**src/rtl/imem_boot_loader.sv**
```systemverilog
// imem_boot_loader: assembles a length-prefixed byte stream into little-endian words, writes them to IMEM, holds core in reset until loaded.
// Define IMEM_BOOT_LOADER_CHECKSUM_EN to require a trailing XOR checksum byte (CHECK state) before DONE.
module imem_boot_loader #(
  parameter int IMEM_DEPTH = 1024,
  parameter int ADDR_W     = 10
) (
  input  logic              clk,
  input  logic              rst,
  input  logic [7:0]        in_data,
  input  logic              in_valid,
  output logic              in_ready,
  input  logic              restart,
  output logic              imem_we,
  output logic [ADDR_W-1:0] imem_addr,
  output logic [31:0]       imem_wdata,
  output logic              core_rst,
  output logic              done,
  output logic              error
);
  typedef enum logic [2:0] {
    LEN_LO, LEN_HI, DATA, WRITE, DONE, ERROR
`ifdef IMEM_BOOT_LOADER_CHECKSUM_EN
    , CHECK
`endif
  } state_t;
`ifdef IMEM_BOOT_LOADER_CHECKSUM_EN
  localparam state_t FIN = CHECK;
`else
  localparam state_t FIN = DONE;
`endif
  localparam logic [15:0] DEPTH = 16'(IMEM_DEPTH);
  state_t state_q, state_d;
  logic [15:0] len_q, len_d, cnt_q, cnt_d;
  logic [1:0] idx_q, idx_d;
  logic [31:0] word_q, word_d;
  logic in_ready_q, in_ready_d, we_q, we_d, core_rst_q, core_rst_d, done_q, done_d, error_q, error_d;
  logic [ADDR_W-1:0] addr_q, addr_d;
  logic [31:0] wdata_q, wdata_d;
  logic xfer;
  logic [15:0] n_hi;
`ifdef IMEM_BOOT_LOADER_CHECKSUM_EN
  logic [7:0] csum_q, csum_d;
`endif
  assign xfer = in_valid & in_ready_q;
  assign n_hi = {in_data, len_q[7:0]};
  always_ff @(posedge clk or negedge rst)
    if (!rst) begin
      state_q    <= LEN_LO;
      len_q      <= '0;
      cnt_q      <= '0;
      idx_q      <= '0;
      word_q     <= '0;
      in_ready_q <= 1'b0;
      we_q       <= 1'b0;
      addr_q     <= '0;
      wdata_q    <= '0;
      core_rst_q <= 1'b1;
      done_q     <= 1'b0;
      error_q    <= 1'b0;
`ifdef IMEM_BOOT_LOADER_CHECKSUM_EN
      csum_q     <= '0;
`endif
    end else begin
      state_q    <= state_d;
      len_q      <= len_d;
      cnt_q      <= cnt_d;
      idx_q      <= idx_d;
      word_q     <= word_d;
      in_ready_q <= in_ready_d;
      we_q       <= we_d;
      addr_q     <= addr_d;
      wdata_q    <= wdata_d;
      core_rst_q <= core_rst_d;
      done_q     <= done_d;
      error_q    <= error_d;
`ifdef IMEM_BOOT_LOADER_CHECKSUM_EN
      csum_q     <= csum_d;
`endif
    end
  always_comb begin
    state_d = state_q;
    len_d   = len_q;
    cnt_d   = cnt_q;
    idx_d   = idx_q;
    word_d  = word_q;
`ifdef IMEM_BOOT_LOADER_CHECKSUM_EN
    csum_d  = csum_q;
`endif
    case (state_q)
      LEN_LO: if (xfer) begin
        len_d[7:0] = in_data;
        state_d    = LEN_HI;
      end
      LEN_HI: if (xfer) begin
        len_d[15:8] = in_data;
        state_d     = n_hi == 16'd0 ? FIN : n_hi > DEPTH ? ERROR : DATA;
      end
      DATA: if (xfer) begin
        word_d  = {in_data, word_q[31:8]};
        idx_d   = idx_q + 2'd1;
        state_d = idx_q == 2'd3 ? WRITE : DATA;
`ifdef IMEM_BOOT_LOADER_CHECKSUM_EN
        csum_d  = csum_q ^ in_data;
`endif
      end
      WRITE: begin
        cnt_d   = cnt_q + 16'd1;
        state_d = cnt_q + 16'd1 >= len_q ? FIN : DATA;
      end
`ifdef IMEM_BOOT_LOADER_CHECKSUM_EN
      CHECK: if (xfer) state_d = in_data == csum_q ? DONE : ERROR;
`endif
      DONE, ERROR: if (restart) begin
        state_d = LEN_LO;
        cnt_d   = '0;
`ifdef IMEM_BOOT_LOADER_CHECKSUM_EN
        csum_d  = '0;
`endif
      end
      default: state_d = LEN_LO;
    endcase
  end
  // Outputs are registered copies of next-state decodes, so they line up with state_q.
  always_comb begin
    in_ready_d = !(state_d inside {WRITE, DONE});
    we_d       = state_d == WRITE;
    addr_d     = state_d == WRITE ? cnt_q[ADDR_W-1:0] : state_d == LEN_LO ? '0 : addr_q;
    wdata_d    = state_d == WRITE ? word_d : wdata_q;
    core_rst_d = state_d != DONE;
    done_d     = state_d == DONE;
    error_d    = state_d == ERROR;
  end
  assign in_ready   = in_ready_q;
  assign imem_we    = we_q;
  assign imem_addr  = addr_q;
  assign imem_wdata = wdata_q;
  assign core_rst   = core_rst_q;
  assign done       = done_q;
  assign error      = error_q;
endmodule

```
**config.mk**
```make
export PLATFORM = sky130hd
export DESIGN_NAME = imem_boot_loader
export DESIGN_NICKNAME = d
export VERILOG_FILES = /design/src/rtl/imem_boot_loader.sv
export SDC_FILE = /design/constraint.sdc
export NUM_CORES = 1
export LEC_CHECK = 0
export CAP_MARGIN = 20
export CORE_ASPECT_RATIO = 0.8
export CORE_MARGIN = 1.5
export CORE_UTILIZATION = 30
export CTS_BUF_LIST = sky130_fd_sc_hd__clkbuf_2 sky130_fd_sc_hd__clkbuf_4 sky130_fd_sc_hd__clkbuf_8
export DETAILED_ROUTE_END_ITERATION = 7
export GPL_TIMING_DRIVEN = 0
export SLEW_MARGIN = 20
export SYNTH_ARGS = -nofsm -noshare
export SYNTH_HDL_FRONTEND = slang
export SYNTH_SLANG_ARGS = --single-unit
export TNS_END_PERCENT = 100
```
**constraint.sdc**
```tcl
create_clock -name clk -period 6.4 [get_ports clk]
set_input_delay 1.28 -clock clk [delete_from_list [all_inputs] [get_ports clk]]
set_output_delay 1.28 -clock clk [all_outputs]
set_load 0.02 [all_outputs]
```
==> results of run 1 <==
==> flip-flops by register name, summed over array words and instances, names as in the netlist <==
register and count:
core_rst 1, imem_we 1, idx_q 2, in_ready 1, imem_wdata 32, error 1, state_q 3, cnt_q 16
done 1, word_q 32, len_q 16, imem_addr 10
==> per-stage QoR <==
step / power (mW) / hold WS, ps / std cells
6_report: 2.669 / 476.4 / 822
3_5_place_dp: 1.912 / 458.2 / 791
2_1_floorplan: 1.570 / 435.8 / 507
3_3_place_gp: 1.879 / 453.7 / 790
5_1_grt: 2.842 / 498.2 / 822
4_1_cts: 2.696 / 477.2 / 822
==> worst max path at each step <==
stage	from	to	slack [ps]	cells after the start
after floorplan	cnt_q[0]	core_rst	3210	11
after global placement	rst	cnt_q[12]	-350	1
after detailed placement	cnt_q[0]	core_rst	2530	11
after CTS	cnt_q[0]	core_rst	2480	11
after global routing	cnt_q[0]	core_rst	2100	11
final	cnt_q[0]	core_rst	2440	11
==> cell families after synthesis <==
family,Yosys count
flops,116
xor+xnor,16
buf+inv,44
compound gates,83
simple gates,187
fa+ha+maj,18
mux,43
==> metal layers <==
layer,track usage,share of wire,up-vias
met4,0.05583,0.015,0
met5,0,0,-
li1,-,-,1885
met3,0.03383,0.040,14
met2,0.2152,0.46,78
met1,0.1943,0.49,1928
==> critical path, cell delays in order (launching register included) <==
cell and delay (ps):
dfrtp_1 500, ha_1 240, nand3_1 160, nor4_1 800, nand3_1 250, xnor2_1 190, ha_1 300, nand4_1 140
a2111oi_0 440, o41ai_1 210, and4_1 270, or3_1 380
==> power breakdown <==
| part | switching (mW) | leakage (nW) | internal (mW) |
|---|---|---|---|
| Sequential | 0.122 | 1.52 | 0.974 |
| Clock | 0.308 | 0.219 | 0.465 |
| Combinational | 0.445 | 1.44 | 0.354 |
==> cell usage in the layout, fill, tap and decap left out, types with 4 or more instances in the layout <==
cell	count
buf_2	5
nor2_1	13
a21oi_1	19
or3_1	4
nand2_1	133
clkbuf_8	17
clkbuf_1	19
a21o_1	5
inv_1	18
o31ai_1	4
o21ai_0	29
mux2i_1	10
xor2_1	7
dfrtp_1	115
a22o_1	7
xnor2_1	9
mux2_2	33
nand4_1	5
clkdlybuf4s50_1	57
ha_1	18
nand3_1	7
a31oi_1	4
bufinv_16	5
==> area by class of cell <==
cell class                      instances  area [um2]  share of cell area
Clock buffer                           18       241.5             0.03661
Clock inverter                         13       205.2             0.03111
Buffer                                 25       100.1             0.01517
Inverter                               19       71.32             0.01081
Multi-Input combinational cell        347        2183              0.3310
Timing Repair Buffer                   59       609.3             0.09237
Tap cell                              225       281.5             0.04268
Sequential cell                       116        2904              0.4403
==> key figures, run 1 <==
GRT
  • Largest net degree at the start of global routing: between 60 and 70
  • Total GRT Usage: 0.1418
  • Number of antenna violations at the first check in global routing: 0
  • Global-route wire length before repair: about 20000 um
  • Vias in the first global route: between 4k and 5k
  • GRT Residual Overflow: 0

Critical path
  • Worst flop-to-flop path startpoint: cnt_q[0]
  • WP data required: 6760 ps
  • Reg2Reg Depth: 11
  • Critical Path End Type: register
  • R2R Path End: core_rst
  • Worst Path Class, Setup: reg -> reg
  • Worst Path Arrival: 4320 ps
  • Reg2reg setup slack: 2440 ps
  • Worst-path fanout max: 7
  • Worst Setup Start Kind: register

Synthesis
  • Post-Synthesis Net Count: around 540
  • Count leader, synth: nand2_1
  • Number of synthesized flops with an enable pin: 0
  • Largest family of logic cells by synthesized area: simple AND/OR/NAND/NOR gates
  • Area contributors post-synth: dfrtp_1 (55%), nand2_1 (9.5%), mux2_2 (7.1%), ha_1 (4.3%), o21ai_0 (2.8%)
  • Syn avg cell area: 10.37 um2
  • Synth Area in XOR/XNOR: 0.02665
  • Synth async-reset ratio: 1.000
  • Most used DFF post-synth: dfrtp_1
  • Multiplexer share of the synthesized area: 0.08970
  • Yosys top cell by area: dfrtp_1
  • Seq/Total Area, Yosys: 0.5522
  • #FFs+latches synth: 116
  • Post-Synth Adder-Cell Area: 0.04283
  • Synth Area in Compound Gates: 0.09921
  • Post-synth top cells: nand2_1 (133), dfrtp_1 (115), mux2_2 (33)
  • Post-synth top area share: 0.5472
  • Post-Syn Area: around 0.0053 mm2
  • Syn Inst Count: 507
  • Post-Synth Simple-Gate Area: 0.1568
  • Yosys warns: 0
  • Count of cell types in the netlist: 50

Clocking
  • TritonCTS clock tree: yes
  • H-tree depth: 4
  • Clk slew on worst S/H paths: 80 ps
  • Post-CTS setup buffers: 0
  • Max Buffers Root-to-Sink: 2
  • Clock tree sinks: approximately 120
  • CTS resizes: 0
  • Clock Root Buffer: clkbuf_8
  • Hold_buf cts: 0
  • Total CTS buffers: 17
  • Clk Latency, worst-skew pair: 450 ps

Worst hold path
  • Hold crit path type: reg -> reg
  • Hold endpoint: word_q[4]
  • WHS Path Cells: 2
  • Min-Delay Startpoint: word_q[4]

Final layout
  • Area Growth Syn to Fin: 25.43%
  • Total Nets Final: 615
  • Design area: 0.006596 mm2
  • FILL cells: 1674
  • Share of cells above drive strength 1: 0.1357
  • Antenna cells: 0
  • Layout Utilization: 0.3819

Timing
  • Fin Setup TNS: 0 ps
  • Setup WS post-layout: between 2000 and 2500 ps
  • Worst rel slew slack: 0.3913
  • Final period util: 0.6184
  • Final setup skew: 16.31 ps
  • Final setup fails: 0
  • Worst slew pin tran: 904.7 ps
  • Hold Fails Final Rpt: 0
  • RSZ-0062 raised after global routing: no
  • Post-layout minimum cycle time: a little under 4000 ps
  • Fmax: 252.7 MHz
  • Fin. max-slew vios: 0

Floorplanning
  • Initial Utilization: 0.3045
  • DIE HEIGHT: 121.4 um
  • Die Area: 0.01834 mm2
  • I/O Pins: 59
  • FP Rows: 43
  • Die W: 151.0 um
  • Core area: approximately 0.017 mm2

Route
  • DR pass1 iterations: 4
  • Via count: ~4k
  • Routed len/inst: between 10 and 15 um
  • Antenna viol nets, final: 0
  • Routed vias/inst: 4.751
  • Initial drt markers: 201
  • # DRC: 0
  • Post-Route WL: 12070 um

Pwr
  • PD cells: 404.6 mW/mm2
  • Peak VDD IR: around 0.12 mV
  • LEAKAGE: about 3.2 nW

Run
  • Max Cap Viol: 0

Place
  • Buffers on Ports: 58
  • Place WS: 2526 ps
  • Detail Placement HPWL: 8907 um
  • RePlAce Congestion: 0.8165
  • Placed instance area: between 0.006 and 0.007 mm2

Outcome
  • Outcome: finished, final reports clean
(Power assumes the default switching activity.)
==> inputs of run 2 (changes only) <==
Clock period 6.4 ns to 3.7 ns, I/O delays scaled along.
==> run 2 against run 1 <==
Combinational power increased by 73%. Utilization increased by 0.094 points. Register-to-register slack got worse by 2200 ps.
==> key figures, run 2 (synthesized netlist as in run 1, its figures left out) <==
Place
  • Detail Placement HPWL: 8907 um
  • Placed instance area: 0.006150 mm2
  • Buffers on Ports: 58
  • Place WS: -174.0 ps
  • RePlAce Congestion: 0.8165

Critical path
  • Worst Path Class, Setup: reg -> reg
  • Crit-path cells: ha_1, nand3_1, nor4_4, nand3_1, xnor2_1, ha_1, nand4_1, a2111oi_1, o41ai_1, and4_1, or3_1
  • Critical-path top delay cell: dfrtp_1
  • CP max stage delay: ~500 ps
  • Sum of buffers and inverters on the critical path: 0
  • Worst Setup Start Kind: register
  • WP data required: 4060 ps
  • Worst Path Arrival: between 3000 and 4000 ps
  • Critical Path End Type: register
  • Worst flop-to-flop path startpoint: cnt_q[0]
  • Worst-path fanout max: 7
  • Largest delay contributor family on the critical path: simple AND/OR/NAND/NOR gates
  • Critical path startpoint: cnt_q[0]

Route
  • Routed vias/inst: 4.792
  • DR pass1 iterations: 5
  • Post-Route WL: 12180 um
  • Via count: 3939
  • Routed len/inst: 14.82 um
  • Antenna viol nets, final: 0
  • Initial drt markers: 211
  • # DRC: 0

Final layout
  • Share of cells above drive strength 1: 0.1374
  • Area Growth Syn to Fin: 25.74%
  • FILL cells: 1669
  • Total Nets Final: just over 600
  • Seq. cell area: 0.002904 mm2
  • Most frequent cells in the layout: nand2_1 (133), dfrtp_1 (115), clkdlybuf4s50_1 (57), mux2_2 (33), o21ai_0 (29)
  • Antenna cells: 0
  • Most common cell after layout, fill and taps aside: nand2_1
  • Design area: 0.006613 mm2
  • Multi-input logic area: 0.002200 mm2

Clocking
  • TritonCTS clock tree: yes
  • Clock tree sinks: roughly 120
  • Clk Latency, worst-skew pair: ~450 ps
  • Total CTS buffers: 17
  • H-tree depth: 4
  • Post-CTS setup buffers: 0
  • Clock Root Buffer: clkbuf_8
  • Clk slew on worst S/H paths: 80 ps
  • Max Buffers Root-to-Sink: 2

Floorplanning
  • FP Rows: 43
  • Initial Utilization: 0.3045
  • Core area: 0.01727 mm2
  • DIE HEIGHT: between 100 and 150 um
  • I/O Pins: 59
  • Die Area: around 0.018 mm2
  • Die W: 151.0 um

Outcome
  • Outcome: finished, final reports clean

GRT
  • GRT Residual Overflow: 0
  • Total GRT Usage: 0.1419
  • Number of antenna violations at the first check in global routing: 0
  • Largest net degree at the start of global routing: 64
  • Vias in the first global route: 4016
  • Global-route wire length before repair: 19960 um

Timing
  • Post-layout minimum cycle time: 3459 ps
  • RSZ-0062 raised after global routing: no
  • Final setup fails: 0
  • Hold Fails Final Rpt: 0
  • Fin. max-slew vios: 0
  • Final period util: 0.9347
  • Final setup skew: around 16 ps
  • Worst rel slew slack: 0.3841
  • Setup WS post-layout: 241.4 ps
  • Fmax: about 290 MHz
  • Worst slew pin tran: 915.4 ps

Pwr
  • Internal power: 3.102 mW
  • Clock share of power: 0.290
  • Flop pwr share: 0.411
  • Switching Power: between 1.5 and 2 mW
  • Peak VDD IR: approximately 0.20 mV
  • Comb pwr share: 0.300
  • Net Sw Frac: 0.3286
  • PD cells: 698.8 mW/mm2
  • LEAKAGE: 3.198 nW

Run
  • Max Cap Viol: 0

Worst hold path
  • Hold crit path type: in -> async
run 2: metal layers:
layer | vias up | wire, um | track usage
met5 | - | 0 | 0
met3 | 21 | 458 | 0.03496
li1 | 1882 | - | -
met2 | 93 | 5526 | 0.2155
met4 | 0 | 215 | 0.05583
met1 | 1943 | 5978 | 0.1938
run 2: path summary, 6_finish.rpt:
check                               end  slack, ps  cells after the start
max                            core_rst        240                     11
min                           word_q[4]        280                      1
max reg2reg                    core_rst        240                     11
min reg2reg                   word_q[1]        480                      2
max in group asynchronous  imem_addr[1]       2740                      2
min in group clk              word_q[1]        480                      2
run 2: layout make-up:
class	instances	area share
Timing Repair Buffer	59	0.09215
Clock inverter	13	0.03103
Buffer	25	0.01514
Multi-Input combinational cell	347	0.3326
Tap cell	225	0.04257
Clock buffer	18	0.03652
Sequential cell	116	0.4392
Inverter	19	0.01079
run 2: worst register-to-register path: cells and delay by family (launching register included):
family	cells	cell delay [ps]
flip-flops	1	490
AO/OA/AOI/OAI	2	600
XOR/XNOR	1	180
adder cells (fa/ha/maj)	2	540
AND/OR/NAND/NOR	6	1570
run 2: repair_timing:
action	4_1_cts	5_1_grt
hold buffers	0	0
gates cloned	0	0
gates resized for setup	1	2
pin swaps	0	1
endpoints found under the setup margin	3	4
run 2: through the flow:
step           setup TNS [ps]  utilization  hold WS [ps]  power [mW]  std cells
3_5_place_dp           -348.0       0.3561         458.2       3.307        791
6_report                    0       0.3829         282.0       4.621        822
4_1_cts                     0       0.3823         284.0       4.663        822
3_3_place_gp          -289550       0.3544         453.7       3.250        790
5_1_grt                     0       0.3829         320.2       4.918        822
2_1_floorplan               0            -         435.8       2.716        507
run 2: power by group through the flow:
| stage | registers, mW | clock network [mW] | logic, mW |
|---|---|---|---|
| after CTS | 1.90 | 1.37 | 1.39 |
| after detailed placement | 1.92 | 0 | 1.38 |
| after global routing | 1.95 | 1.43 | 1.54 |
| final | 1.90 | 1.34 | 1.38 |
| after global placement | 1.91 | 0 | 1.34 |
| after floorplan | 2.06 | 0 | 0.658 |
